==> config.mk <==
export PLATFORM = sky130hd
export DESIGN_NAME = ps2_host_tx
export DESIGN_NICKNAME = d
export VERILOG_FILES = /design/src/rtl/ps2_pkg.sv /design/src/rtl/ps2_line_filter.sv /design/src/rtl/ps2_host_tx.sv
export SDC_FILE = /design/constraint.sdc
export NUM_CORES = 1
export LEC_CHECK = 0
export CORE_ASPECT_RATIO = 2
export CORE_MARGIN = 4
export CORE_UTILIZATION = 55
export CTS_CLUSTER_DIAMETER = 60
export DETAILED_ROUTE_END_ITERATION = 10
export GPL_TIMING_DRIVEN = 0
export PLACE_DENSITY = 0.74
export SKIP_LAST_GASP = 1
export SYNTH_ARGS = -nofsm -noshare
export SYNTH_HDL_FRONTEND = slang
export SYNTH_SLANG_ARGS = --single-unit
export TNS_END_PERCENT = 1
==> constraint.sdc <==
create_clock -name clock -period 3.6 [get_ports clock]
set_input_delay 0.54 -clock clock [delete_from_list [all_inputs] [get_ports clock]]
set_output_delay 0.54 -clock clock [all_outputs]
set_load 0.03 [all_outputs]
==> src/rtl/ps2_pkg.sv <==
// Shared types and constants for the PS/2 host transmitter and its line conditioning.
package ps2_pkg;

  typedef enum logic [2:0] {
    StIdle,
    StInhibit,
    StReq,
    StWaitDev,
    StData,
    StStop,
    StAck,
    StWaitIdle
  } ps2_state_e;

  localparam logic [1:0] ERR_NONE  = 2'b00;
  localparam logic [1:0] ERR_NOCLK = 2'b01;
  localparam logic [1:0] ERR_FRAME = 2'b10;
  localparam logic [1:0] ERR_NOACK = 2'b11;

  localparam logic [7:0] CMD_SET_LEDS = 8'hED;
  localparam logic [7:0] CMD_RESET    = 8'hFF;
  localparam logic [7:0] CMD_ENABLE   = 8'hF4;

  // PS/2 frames carry odd parity over the eight data bits.
  function automatic logic odd_parity(input logic [7:0] d);
    return ~^d;
  endfunction

endpackage

==> src/rtl/ps2_line_filter.sv <==
// Two-flop synchronizer plus a level filter for a PS/2 line; reports the filtered
// level and a one-cycle pulse when the filtered level falls.
module ps2_line_filter #(
  parameter int unsigned FILTER_LEN = 8
) (
  input  logic clock,
  input  logic reset,
  input  logic line,
  output logic level,
  output logic fall
);

  localparam int unsigned CW = $clog2(FILTER_LEN) + 1;

  logic [1:0]    sync_q;
  logic [CW-1:0] cnt_q, cnt_d;
  logic          level_q, level_d;
  logic          fall_q;

  // Bring the asynchronous line into the clock domain; idle PS/2 lines are high.
  always_ff @(posedge clock or posedge reset) begin
    if (reset) begin
      sync_q <= 2'b11;
    end else begin
      sync_q <= {sync_q[0], line};
    end
  end

  // Accept a new level only after FILTER_LEN consecutive samples disagree with the current one.
  always_comb begin
    cnt_d   = '0;
    level_d = level_q;
    if (sync_q[1] != level_q) begin
      if (cnt_q == CW'(FILTER_LEN - 1)) begin
        level_d = sync_q[1];
      end else begin
        cnt_d = cnt_q + 1'b1;
      end
    end
  end

  // Filter state and the registered falling-edge pulse.
  always_ff @(posedge clock or posedge reset) begin
    if (reset) begin
      cnt_q   <= '0;
      level_q <= 1'b1;
      fall_q  <= 1'b0;
    end else begin
      cnt_q   <= cnt_d;
      level_q <= level_d;
      fall_q  <= level_q & ~level_d;
    end
  end

  assign level = level_q;
  assign fall  = fall_q;

endmodule

==> src/rtl/ps2_host_tx.sv <==
// Host-to-device PS/2 transmitter: inhibits the bus, issues a request-to-send and
// shifts a command byte out on device-generated clock falls, then checks the ack.
module ps2_host_tx
  import ps2_pkg::*;
#(
  parameter int unsigned INHIBIT_CYCLES = 5000,
  parameter int unsigned START_TIMEOUT  = 750000,
  parameter int unsigned FRAME_TIMEOUT  = 100000,
  parameter int unsigned FILTER_LEN     = 8
) (
  input  logic       clock,
  input  logic       reset,
  input  logic [7:0] tx_data,
  input  logic       tx_valid,
  output logic       tx_ready,
  output logic       tx_done,
  output logic       tx_error,
  output logic [1:0] err_code,
  input  logic       ps2_clk_in,
  input  logic       ps2_data_in,
  output logic       ps2_clk_oe,
  output logic       ps2_data_oe
);

  localparam int unsigned IW = $clog2(INHIBIT_CYCLES) + 1;
  localparam int unsigned SW = $clog2(START_TIMEOUT) + 1;
  localparam int unsigned FW = $clog2(FRAME_TIMEOUT) + 1;

  ps2_state_e    state_q, state_d;
  logic [IW-1:0] inh_cnt_q;
  logic [SW-1:0] start_cnt_q;
  logic [FW-1:0] frame_cnt_q;
  logic [3:0]    bit_cnt_q;
  logic [7:0]    shift_q;
  logic          parity_q;
  logic          drv_q;      // pull-low value for the data line while a bit is on the wire
  logic [1:0]    err_q;
  logic [1:0]    data_sync_q;
  logic          clk_level, clk_fall;
  logic          accept, inh_done, start_expired, frame_expired, frame_state;
  logic [1:0]    fail_code;

  ps2_line_filter #(
    .FILTER_LEN(FILTER_LEN)
  ) u_clk_filter (
    .clock(clock),
    .reset(reset),
    .line (ps2_clk_in),
    .level(clk_level),
    .fall (clk_fall)
  );

  // Data line is only sampled at clock falls, so a plain synchronizer suffices.
  always_ff @(posedge clock or posedge reset) begin
    if (reset) begin
      data_sync_q <= 2'b11;
    end else begin
      data_sync_q <= {data_sync_q[0], ps2_data_in};
    end
  end

  assign accept        = tx_valid && (state_q == StIdle);
  assign inh_done      = (inh_cnt_q == IW'(INHIBIT_CYCLES - 1));
  assign start_expired = (start_cnt_q == SW'(START_TIMEOUT));
  assign frame_expired = (frame_cnt_q == FW'(FRAME_TIMEOUT));
  assign frame_state   = (state_q == StData) || (state_q == StStop) ||
                         (state_q == StAck) || (state_q == StWaitIdle);

  // State register.
  always_ff @(posedge clock or posedge reset) begin
    if (reset) begin
      state_q <= StIdle;
    end else begin
      state_q <= state_d;
    end
  end

  // Next-state logic; a timeout takes priority over a coincident clock fall.
  always_comb begin
    state_d = state_q;
    unique case (state_q)
      StIdle:     if (accept) state_d = StInhibit;
      StInhibit:  if (inh_done) state_d = StReq;
      StReq:      state_d = StWaitDev;
      StWaitDev: begin
        if (start_expired) state_d = StIdle;
        else if (clk_fall) state_d = StData;
      end
      StData: begin
        if (frame_expired) state_d = StIdle;
        else if (clk_fall && (bit_cnt_q == 4'd8)) state_d = StStop;
      end
      StStop: begin
        if (frame_expired) state_d = StIdle;
        else if (clk_fall) state_d = StAck;
      end
      StAck: begin
        if (frame_expired) state_d = StIdle;
        else if (clk_fall) state_d = data_sync_q[1] ? StIdle : StWaitIdle;
      end
      StWaitIdle: begin
        if (frame_expired || (clk_level && data_sync_q[1])) state_d = StIdle;
      end
      default:    state_d = StIdle;
    endcase
  end

  // Line enables, handshake and completion pulses; a failing cycle already releases both lines.
  always_comb begin
    tx_ready    = (state_q == StIdle);
    tx_done     = 1'b0;
    tx_error    = 1'b0;
    fail_code   = ERR_NONE;
    ps2_clk_oe  = 1'b0;
    ps2_data_oe = 1'b0;
    unique case (state_q)
      StInhibit: ps2_clk_oe = 1'b1;
      StReq: begin
        ps2_clk_oe  = 1'b1;
        ps2_data_oe = 1'b1;
      end
      StWaitDev: begin
        ps2_data_oe = 1'b1;
        tx_error    = start_expired;
        fail_code   = ERR_NOCLK;
      end
      StData, StStop: begin
        ps2_data_oe = drv_q;
        tx_error    = frame_expired;
        fail_code   = ERR_FRAME;
      end
      StAck: begin
        tx_error  = frame_expired || (clk_fall && data_sync_q[1]);
        fail_code = frame_expired ? ERR_FRAME : ERR_NOACK;
      end
      StWaitIdle: begin
        tx_error  = frame_expired;
        tx_done   = !frame_expired && clk_level && data_sync_q[1];
        fail_code = ERR_FRAME;
      end
      default: ;
    endcase
    if (tx_error) begin
      ps2_clk_oe  = 1'b0;
      ps2_data_oe = 1'b0;
    end
  end

  // Phase counters; each restarts whenever its phase is entered.
  always_ff @(posedge clock or posedge reset) begin
    if (reset) begin
      inh_cnt_q   <= '0;
      start_cnt_q <= '0;
      frame_cnt_q <= '0;
    end else begin
      inh_cnt_q   <= (state_q == StInhibit) ? inh_cnt_q + 1'b1 : '0;
      start_cnt_q <= (state_q == StWaitDev) ? start_cnt_q + 1'b1 : '0;
      if (state_q == StWaitDev) begin
        frame_cnt_q <= '0;
      end else if (frame_state) begin
        frame_cnt_q <= frame_cnt_q + 1'b1;
      end
    end
  end

  // Byte capture, bit sequencing on clock falls and the sticky error code.
  always_ff @(posedge clock or posedge reset) begin
    if (reset) begin
      shift_q   <= '0;
      parity_q  <= 1'b0;
      drv_q     <= 1'b0;
      bit_cnt_q <= '0;
      err_q     <= ERR_NONE;
    end else begin
      if (accept) begin
        shift_q   <= tx_data;
        parity_q  <= odd_parity(tx_data);
        bit_cnt_q <= '0;
        err_q     <= ERR_NONE;
      end
      if (clk_fall && !tx_error) begin
        if ((state_q == StWaitDev) || ((state_q == StData) && (bit_cnt_q != 4'd8))) begin
          drv_q     <= ~shift_q[0];
          shift_q   <= {1'b0, shift_q[7:1]};
          bit_cnt_q <= bit_cnt_q + 1'b1;
        end else if (state_q == StData) begin
          drv_q     <= ~parity_q;
          bit_cnt_q <= 4'd9;
        end else if (state_q == StStop) begin
          drv_q     <= 1'b0;
          bit_cnt_q <= 4'd10;
        end else if (state_q == StAck) begin
          bit_cnt_q <= 4'd11;
        end
      end
      if (tx_error) begin
        err_q <= fail_code;
      end
    end
  end

  assign err_code = err_q;

endmodule

==> flow_summary.json <==
{
  "cts_tree": "done",
  "num_rows": 45,
  "path_max_fanout": 4,
  "synth_top_family_by_area": "simple AND/OR/NAND/NOR gates",
  "yosysWarnings": 0,
  "ctsHtreeMaxLevel": 3,
  "cts_made_buffers": 9,
  "hold_viol": 0,
  "grt_pass1_vias": 3313,
  "total_power_uw": 1948,
  "cp_data_arrival_time_ns": 2.80,
  "fp.dieH_um": 132.5,
  "ys_ff_latch": 82,
  "drv_cap": 0,
  "synthDistinctLibCells": 62,
  "root_buffer": "clkbuf_16",
  "drive_gt1_share_pct": 11.42,
  "die-width_um": 70.25,
  "worstPathRequired_ns": 3.06,
  "min_period_over_period_pct": 92.70,
  "wl_per_cell_um": 16.56,
  "fin_worst_skew_ns": 0.01054,
  "synth_edf_count": 0,
  "syn_area_per_cell_um2": 9.983,
  "drtIter0Drc": 219,
  "fmax_ghz": 0.2997,
  "seq_area_frac_synth_pct": 48.28,
  "start_util_pct": 56.08,
  "dr.pass1.iters": 6,
  "gp_congestion": 0.8863,
  "critPathCaptureType": "output port",
  "tightest_slew_ns": 0.7356,
  "clkTransAtPathRegs_ns": 0.06,
  "drv_slew": 0,
  "synth-xor-area-share_pct": 8.629,
  "antenna-diode-count": 0,
  "grt_pass1_wl_mm": 15.68,
  "rsz0062_at_grt": "false",
  "dieArea_um2": 9308,
  "critPathKind": "register to output port",
  "cp-start-kind": "register",
  "cts.sinks": 82,
  "fin_nets": 480,
  "nFillCells": 626,
  "postLayoutCoreUtil_pct": 64.46,
  "syn_inst": 427,
  "grt_max_degree": 47,
  "io_buffers": 19,
  "p_leak_uw": 0.002048,
  "antenna_left": 0,
  "ir_drop_mv": 0.3976,
  "num_vias": 3322,
  "setup_viol": 0,
  "clock_latency_ns": 0.34,
  "hold_buffers": 0,
  "area_growth_pct": 14.94,
  "grt_antenna_before_repair": 0,
  "synthSimpleGateAreaFrac_pct": 20.25,
  "synth_mux_area_share_pct": 5.635,
  "viasPerCell": 5.953,
  "synthAdderAreaFrac_pct": 2.348,
  "coreArea_um2": 7601,
  "drcViolationCount": 0,
  "ys_async_sr_fraction_pct": 100.0,
  "synth_compound_area_share_pct": 12.21,
  "relSlewSlack_pct": 50.51,
  "power_density_nw_per_um2": 397.6,
  "syn-cell-area_um2": 4263,
  "final.min_clock_period_ns": 3.337,
  "hpwlAfterDp_mm": 6.756,
  "synth_fp_nets": 448,
  "num_io_pins": 20,
  "track_usage_pct": 21.05,
  "worst_hold_path_type": "register to register",
  "status": "finished, final reports clean",
  "wl_mm": 9.243,
  "gr-total-overflow": 0,
  "max-clock-path-buffers": 2,
  "ys.flop_type": "dfrtp_1"
}
through the flow:
step	hold slack (ns)	setup WS (ns)	instances	area, µm²	setup TNS [ns]
after floorplan	0.3452	0.9598	427	4263	0
after global placement	0.3464	-0.2898	540	4571	-21.88
after detailed placement	0.3498	0.2290	541	4601	0
after CTS	0.3586	0.2767	558	4900	0
after global routing	0.3628	0.1760	558	4900	0
final	0.3564	0.2629	558	4900	0
state kept, by name, indices dropped and copies added, names as in the netlist:
register and count:
shift_q 8, parity_q 1, frame_cnt_q 18, inh_cnt_q 14, start_cnt_q 21, state_q 3, err_code 2, bit_cnt_q 4
data_sync_q 2, u_clk_filter.sync_q 2, u_clk_filter.cnt_q 4, drv_q 1, u_clk_filter.level 1, u_clk_filter.fall 1
final cells by class:
| cell class | count | area, µm² | share of cell area (%) |
|---|---|---|---|
| clock buffers | 11 | 252.7 | 5.158 |
| well taps | 94 | 117.6 | 2.400 |
| multi-input cells | 316 | 2092 | 42.70 |
| clock inverters | 5 | 38.79 | 0.7916 |
| inverters | 17 | 66.31 | 1.353 |
| flip-flops and latches | 82 | 2058 | 42.01 |
| repair buffers | 21 | 225.2 | 4.597 |
| plain buffers | 12 | 48.80 | 0.9959 |
synth_stat cells (3+ instances only):
library cell   n  share of area [%]
dfrtp_1       77                 45
nor2_1        49                4.3
nand2_1       34                3.0
nand3_1       23                2.7
xnor2_1       22                4.5
xor2_1        20                4.1
o21ai_0       17                2.0
inv_1         16                1.4
mux2_2        16                4.2
a21oi_1       15                1.8
nand4_1       12                1.8
o211ai_1       9                1.6
o31ai_1        9                1.6
ha_1           8                2.3
and3_1         7                1.0
nor3_1         7               0.82
clkbuf_1       6               0.53
mux2i_1        6                1.4
dfstp_2        5                3.1
nor4_1         5               0.73
nor4bb_1       4               0.94
or3_1          4               0.59
buf_1          3               0.26
buf_2          3               0.35
nor2b_1        3               0.44
nor3b_1        3               0.53
o211a_1        3               0.70
critical path, stage by stage (launching register included):
cell and delay [ns]:
dfrtp_1 0.42, inv_1 0.07, ha_1 0.14, nor4bb_1 0.43
nand4b_1 0.22, o21ai_1 0.27, a21o_1 0.23, clkdlybuf4s50_1 0.69
cell usage in the layout, fill, tap and decap left out, drive strengths merged, types with 2 or more instances in the layout:
cell type / netlist / layout
o31ai: 10 / 10
clkdlybuf4s50: 0 / 19
dfrtp: 77 / 77
buf: 6 / 8
xnor2: 22 / 22
mux2i: 6 / 6
a21oi: 15 / 15
nor2: 51 / 51
a2bb2oi: 2 / 2
dfstp: 5 / 5
nand4: 12 / 12
nor2b: 3 / 3
clkbuf: 6 / 17
and3: 7 / 7
nor4bb: 4 / 4
xor2: 20 / 20
clkinv: 0 / 4
nor4: 5 / 5
nor3: 8 / 8
nand3: 23 / 23
inv: 17 / 17
mux2: 16 / 16
and3b: 2 / 2
or4: 2 / 2
o211ai: 9 / 9
nor3b: 3 / 3
o21ai: 19 / 19
ha: 8 / 8
a211oi: 2 / 2
nand4b: 2 / 2
nand2: 34 / 34
or3: 4 / 4
o211a: 3 / 3
nand3b: 2 / 2
cells by family (layout without fill, tap and decap cells):
| kind of cell | after synthesis | count (layout) |
|---|---|---|
| AND/OR/NAND/NOR | 168 | 168 |
| flip-flops | 82 | 82 |
| AO/OA/AOI/OAI | 76 | 76 |
| XOR/XNOR | 42 | 42 |
| buffers and inverters | 29 | 66 |
| multiplexers | 22 | 22 |
| adder cells (fa/ha/maj) | 8 | 8 |
layer usage:
layer  up-vias  routed length, µm  global-route usage (%)
met5         -                  0                       0
met4         0                265                   8.635
met3        21                275                   3.954
met2        88               5233                   38.78
met1      1619               3468                   23.02
li1       1594                  -                       -
worst paths after layout:
check	cells after the start	start	slack (ns)	end
hold / removal	0	u_clk_filter.sync_q[0]	0.36	u_clk_filter.sync_q[1]
setup / recovery	7	frame_cnt_q[0]	0.26	tx_error
min in group asynchronous	2	reset	0.59	start_cnt_q[19]
max in group asynchronous	3	reset	2.38	data_sync_q[1]
setup reg to reg	8	frame_cnt_q[0]	1.21	state_q[0]
hold reg to reg	0	u_clk_filter.sync_q[0]	0.36	u_clk_filter.sync_q[1]
what timing repair did:
| item | in CTS | in global routing |
|---|---|---|
| resized for setup | 1 | 0 |
| buffers inserted | 1 | 0 |
| setup endpoints to repair | 2 | 0 |
where the power goes:
group          switching [µW]  internal [µW]
registers                20.8            949
clock network             369            507
logic                    51.6           51.1
Note: power is estimated with default switching activity, not from simulation.
